### config.mk
export PLATFORM = sky130hd
export DESIGN_NAME = axi_stream_insert_header_pipe
export DESIGN_NICKNAME = d
export VERILOG_FILES = /design/src/rtl/axi_stream_insert_header_pipe.sv
export SDC_FILE = /design/constraint.sdc
export NUM_CORES = 1
export LEC_CHECK = 0
export CAP_MARGIN = 40
export CORE_UTILIZATION = 51
export DETAILED_ROUTE_END_ITERATION = 6
export PLACE_DENSITY = 0.81
export SYNTH_ARGS = -nofsm -noshare
export SYNTH_HDL_FRONTEND = slang
export SYNTH_SLANG_ARGS = --single-unit
### constraint.sdc
create_clock -name clk -period 3.4 [get_ports clk]
set_input_delay 0.68 -clock clk [delete_from_list [all_inputs] [get_ports clk]]
set_output_delay 0.68 -clock clk [all_outputs]
set_load 0.01 [all_outputs]
### src/rtl/axi_stream_insert_header_pipe.sv
// Inserts an N-byte header in front of each AXI-Stream packet and repacks the
// payload MSB-first through a single registered output stage.
module axi_stream_insert_header_pipe #(
  parameter int DATA_WD      = 32,
  parameter int DATA_BYTE_WD = DATA_WD / 8,
  parameter int BYTE_CNT_WD  = $clog2(DATA_BYTE_WD)
) (
  input  logic                    clk,
  input  logic                    rst_n,
  input  logic                    valid_in,
  input  logic [DATA_WD-1:0]      data_in,
  input  logic [DATA_BYTE_WD-1:0] keep_in,
  input  logic                    last_in,
  output logic                    ready_in,
  output logic                    valid_out,
  output logic [DATA_WD-1:0]      data_out,
  output logic [DATA_BYTE_WD-1:0] keep_out,
  output logic                    last_out,
  input  logic                    ready_out,
  input  logic                    valid_insert,
  input  logic [DATA_WD-1:0]      data_insert,
  input  logic [DATA_BYTE_WD-1:0] keep_insert,
  input  logic [BYTE_CNT_WD-1:0]  byte_insert_cnt,
  output logic                    ready_insert
);

  localparam logic [1:0] IDLE   = 2'd0;
  localparam logic [1:0] STREAM = 2'd1;
  localparam logic [1:0] FLUSH  = 2'd2;
  localparam int CNT_WD = BYTE_CNT_WD + 2;
  localparam logic [CNT_WD-1:0] FULL_CNT = CNT_WD'(DATA_BYTE_WD);

  logic [1:0]              state_reg, state_next;
  logic [DATA_WD-1:0]      carry_reg, carry_next;
  logic [CNT_WD-1:0]       n_reg, n_next;
  logic [CNT_WD-1:0]       rem_reg, rem_next;
  logic                    init_reg;
  logic                    valid_out_reg, valid_out_next;
  logic [DATA_WD-1:0]      data_out_reg, data_out_next;
  logic [DATA_BYTE_WD-1:0] keep_out_reg, keep_out_next;
  logic                    last_out_reg, last_out_next;

  logic                    slot_free, pay_fire, hdr_fire;
  logic [DATA_WD-1:0]      pay_masked, shift_src, beat_data;
  logic [CNT_WD-1:0]       k_cnt, total_cnt;
  logic [DATA_BYTE_WD-1:0] keep_total, keep_rem;
  logic                    unused_keep_insert;

  assign slot_free          = !valid_out_reg || ready_out;
  assign ready_in           = (state_reg == STREAM) && slot_free;
  assign ready_insert       = init_reg && (state_reg == IDLE);
  assign pay_fire           = valid_in && ready_in;
  assign hdr_fire           = valid_insert && ready_insert;
  assign unused_keep_insert = ^keep_insert;

  // Only the last beat honours keep_in; dead lanes are zeroed so they never leak out.
  genvar gi;
  generate
    for (gi = 0; gi < DATA_BYTE_WD; gi = gi + 1) begin : g_lane
      assign pay_masked[8*gi +: 8] = (last_in && !keep_in[gi]) ? 8'h00 : data_in[8*gi +: 8];
      assign keep_total[gi] = CNT_WD'(DATA_BYTE_WD - gi) <= total_cnt;
      assign keep_rem[gi]   = CNT_WD'(DATA_BYTE_WD - gi) <= rem_reg;
    end
  endgenerate

  always_comb begin
    k_cnt = '0;
    for (int i = 0; i < DATA_BYTE_WD; i++) k_cnt = k_cnt + CNT_WD'(keep_in[i]);
  end

  assign total_cnt = n_reg + k_cnt;
  assign shift_src = (state_reg == FLUSH) ? '0 : pay_masked;
  // carry holds the header before the first beat, then the previous payload beat.
  assign beat_data = DATA_WD'({carry_reg, shift_src} >> {n_reg, 3'b000});

  always_comb begin
    state_next     = state_reg;
    carry_next     = carry_reg;
    n_next         = n_reg;
    rem_next       = rem_reg;
    valid_out_next = valid_out_reg && !ready_out;
    data_out_next  = data_out_reg;
    keep_out_next  = keep_out_reg;
    last_out_next  = last_out_reg;
    case (state_reg)
      IDLE: begin
        if (hdr_fire) begin
          carry_next = data_insert;
          n_next     = (byte_insert_cnt == '0) ? FULL_CNT : CNT_WD'(byte_insert_cnt);
          state_next = STREAM;
        end
      end
      STREAM: begin
        if (pay_fire) begin
          carry_next     = pay_masked;
          valid_out_next = 1'b1;
          data_out_next  = beat_data;
          keep_out_next  = '1;
          last_out_next  = 1'b0;
          if (last_in) begin
            if (total_cnt <= FULL_CNT) begin
              keep_out_next = keep_total;
              last_out_next = 1'b1;
              state_next    = IDLE;
            end else begin
              rem_next   = total_cnt - FULL_CNT;
              state_next = FLUSH;
            end
          end
        end
      end
      FLUSH: begin
        if (slot_free) begin
          valid_out_next = 1'b1;
          data_out_next  = beat_data;
          keep_out_next  = keep_rem;
          last_out_next  = 1'b1;
          state_next     = IDLE;
        end
      end
      default: state_next = IDLE;
    endcase
  end

  always_ff @(posedge clk or negedge rst_n) begin
    if (!rst_n) begin
      state_reg     <= IDLE;
      carry_reg     <= '0;
      n_reg         <= '0;
      rem_reg       <= '0;
      init_reg      <= 1'b0;
      valid_out_reg <= 1'b0;
      data_out_reg  <= '0;
      keep_out_reg  <= '0;
      last_out_reg  <= 1'b0;
    end else begin
      state_reg     <= state_next;
      carry_reg     <= carry_next;
      n_reg         <= n_next;
      rem_reg       <= rem_next;
      init_reg      <= 1'b1;
      valid_out_reg <= valid_out_next;
      data_out_reg  <= data_out_next;
      keep_out_reg  <= keep_out_next;
      last_out_reg  <= last_out_next;
    end
  end

  assign valid_out = valid_out_reg;
  assign data_out  = data_out_reg;
  assign keep_out  = keep_out_reg;
  assign last_out  = last_out_reg;

endmodule

==> metrics.cfg <==
[cts]
clock-root-buffer = clkbuf_8
cts_sinks = 80
clk_latency_ns = 0.36
cts_buffer_depth = 2
holdBufCountCts = 0
cts.reportedPaths.clkPinSlew_ns = 0.09
cts_buffers = 9
cts_tree = done
cts_max_level = 3

[placed_design]
placed_cell_area_um2 = 6540
place_congestion = 0.905
io_buffers = 115
hpwl_mm = 11.7
dp_slack_ns = -0.450

[route]
routed_wl_mm = 16.8
ant_nets = 0
vias = 5016
dr.first_iter.drc_count = 410
post-route-drc-count = 2
post_drt_via_cell_ratio = 6.57
drt_pass1_iterations = 7
wire_per_inst_um = 22.0

[logic_synthesis]
ys_top_cells_by_area = dfrtp_1 38%, mux2i_1 8.2%, mux2_2 8.1%
mappedNetlistNets = 611
synth-seq-cells = 80
synthesis.area_um2 = 5270
netlist_instances = 522
yosysTopAreaCellShare_pct = 38.0
yosysSeqAreaShare_pct = 38.0
synth_cell_type_count = 54
syn_avg_cell_area_um2 = 10.1
yosysTopAreaCell = dfrtp_1
ys.flop_type = dfrtp_1
ys_warn_count = 0
synthArstFlopShare_pct = 100
synth_edf_count = 0

[power_and_ir_drop]
p_per_area_nw_per_um2 = 1070
comb_power_share_pct = 62.9
clock_power_share_pct = 10.9
pwr-share-seq_pct = 26.3
power.internal_w = 0.00408
peakVddDrop_v = 0.000517
p_sw_w = 0.00323
p_leak_nw = 2.78
p_sw_share_pct = 44.2

[sta]
max_freq_mhz = 295
finalSetupViolCount = 0
period_needed_ns = 3.39
period_share_pct = 99.6
finalWorstSetupSlack_ns = 0.0144
setup_tns_ns = 0
slew_headroom_pct = 33.8
skew_ns = 0.0135
slew_violations = 0
hold_viol = 0
whs_ns = 0.279
worst_pin_slew_ns = 0.992

[cells_and_area]
final_cell_mix = 112 x clkdlybuf4s50_1, 79 x dfrtp_1, 43 x mux2i_1, 38 x mux2_2, 32 x a22o_1
final_cell_area_um2 = 6810
drive_above_1_share_pct = 15.2
final_common_cell = clkdlybuf4s50_1
multi_input_area_um2 = 3010
final_nets = 714
antenna_cells = 0
nFillCells = 769
register_area_um2 = 2000
syn_to_final_growth_pct = 29.3

[setup_path]
cp.required_ns = 3.65
end_kind = register
crit_type = input port to register
cp_max_fo = 4
cp.arrival_ns = 3.63
reg2reg_slack_ns = 0.74
cp-start-kind = input port

[hold_path]
hold_class = input port to async pin

[die]
fp.coreArea_um2 = 9910
start_util_pct = 53.1
io_pins = 120
die_w_um = 104
die_area_um2 = 10700
fp.dieH_um = 104
rows = 36

[status]
violations = design-rule violations
outcome = complete, but fails checks

[run]
cap_violations = 0

[global_routing]
grt_first_pass_wirelength_mm = 26.1
grt_usage_pct = 31.0
antenna_found_initial = 0
overflow = 0
first_global_vias = 5078
grt_max_degree = 59

routing by layer:
metal | routed length, um | vias up | track usage, %
met5 | 0 | - | 0
met4 | 649 | 0 | 15.5
met3 | 1710 | 59 | 6.54
met2 | 7930 | 328 | 50.0
met1 | 6520 | 2404 | 39.3
li1 | - | 2225 | -
critical path: stages:
cell and delay [ns]:
clkdlybuf4s50_1 0.45, fa_1 0.52, fa_2 0.20, inv_1 0.05, fa_2 0.35, xnor2_2 0.20
ha_2 0.23, a21oi_1 0.07, o2bb2ai_2 0.21, nor3_4 0.28, mux2_2 0.38
synth_stat cells (all sizes together) (10+ instances only):
library cell   n
dfrtp         80
mux2i         43
mux2          39
a22o          32
buf           32
nand3         29
nor2          28
a21oi         22
clkbuf        17
nand2         17
a221o         16
a31oi         15
o21ai         12
nand3b        11
inv           10
cells by family after synthesis:
family                   count (synthesis)  share of synthesized area [%]
flip-flops                              80                           38.0
buffers and inverters                   59                           5.39
AO/OA/AOI/OAI                          170                           24.8
adder cells (fa/ha/maj)                  9                           2.57
AND/OR/NAND/NOR                        120                           12.5
multiplexers                            82                           16.5
other                                    1                         0.0712
XOR/XNOR                                 1                          0.166
what timing repair did:
item,in CTS,in global routing
hold endpoints to repair,0,0
endpoints found under the setup margin,3,6
setup buffers,0,2
pin swaps,1,5
gates resized for setup,0,9
final timing paths:
path,startpoint,endpoint,cells after the start
min,rst_n,carry_reg[5]$_DFFE_PN0P_,1
max reg2reg,state_reg[0]$_DFFE_PN0P_,data_out[23]$_DFFE_PN0P_,7
min reg2reg,keep_out[1]$_DFFE_PN0P_,keep_out[1]$_DFFE_PN0P_,2
min in group clk,keep_out[1]$_DFFE_PN0P_,keep_out[1]$_DFFE_PN0P_,2
max in group asynchronous,rst_n,data_out[15]$_DFFE_PN0P_,2
max,keep_in[1],rem_reg[3]$_DFFE_PN0P_,11
power groups by stage:
stage | registers (W) | clock network [W] | logic [W]
2_1_floorplan | 0.00185 | 0 | 0.00301
3_3_place_gp | 0.00189 | 0 | 0.00426
3_5_place_dp | 0.00191 | 0 | 0.00439
4_1_cts | 0.00190 | 0.000794 | 0.00443
5_1_grt | 0.00197 | 0.000834 | 0.00490
6_report | 0.00192 | 0.000793 | 0.00459
layout make-up:
type	count	share of cell area [%]
multi-input combinational	383	44.2
sequential	80	29.4
timing repair buffer	141	20.1
tap	133	2.44
clock buffer	11	2.08
clock inverter	5	1.18
inverter	10	0.551
per-stage QoR:
step           instances  util, %  power (W)
2_1_floorplan        522        -    0.00486
3_3_place_gp         744     65.7    0.00615
3_5_place_dp         745     65.9    0.00630
4_1_cts              761     68.2    0.00712
5_1_grt              763     68.7    0.00770
6_report             763     68.7    0.00730
Note: power is estimated with default switching activity, not from simulation.
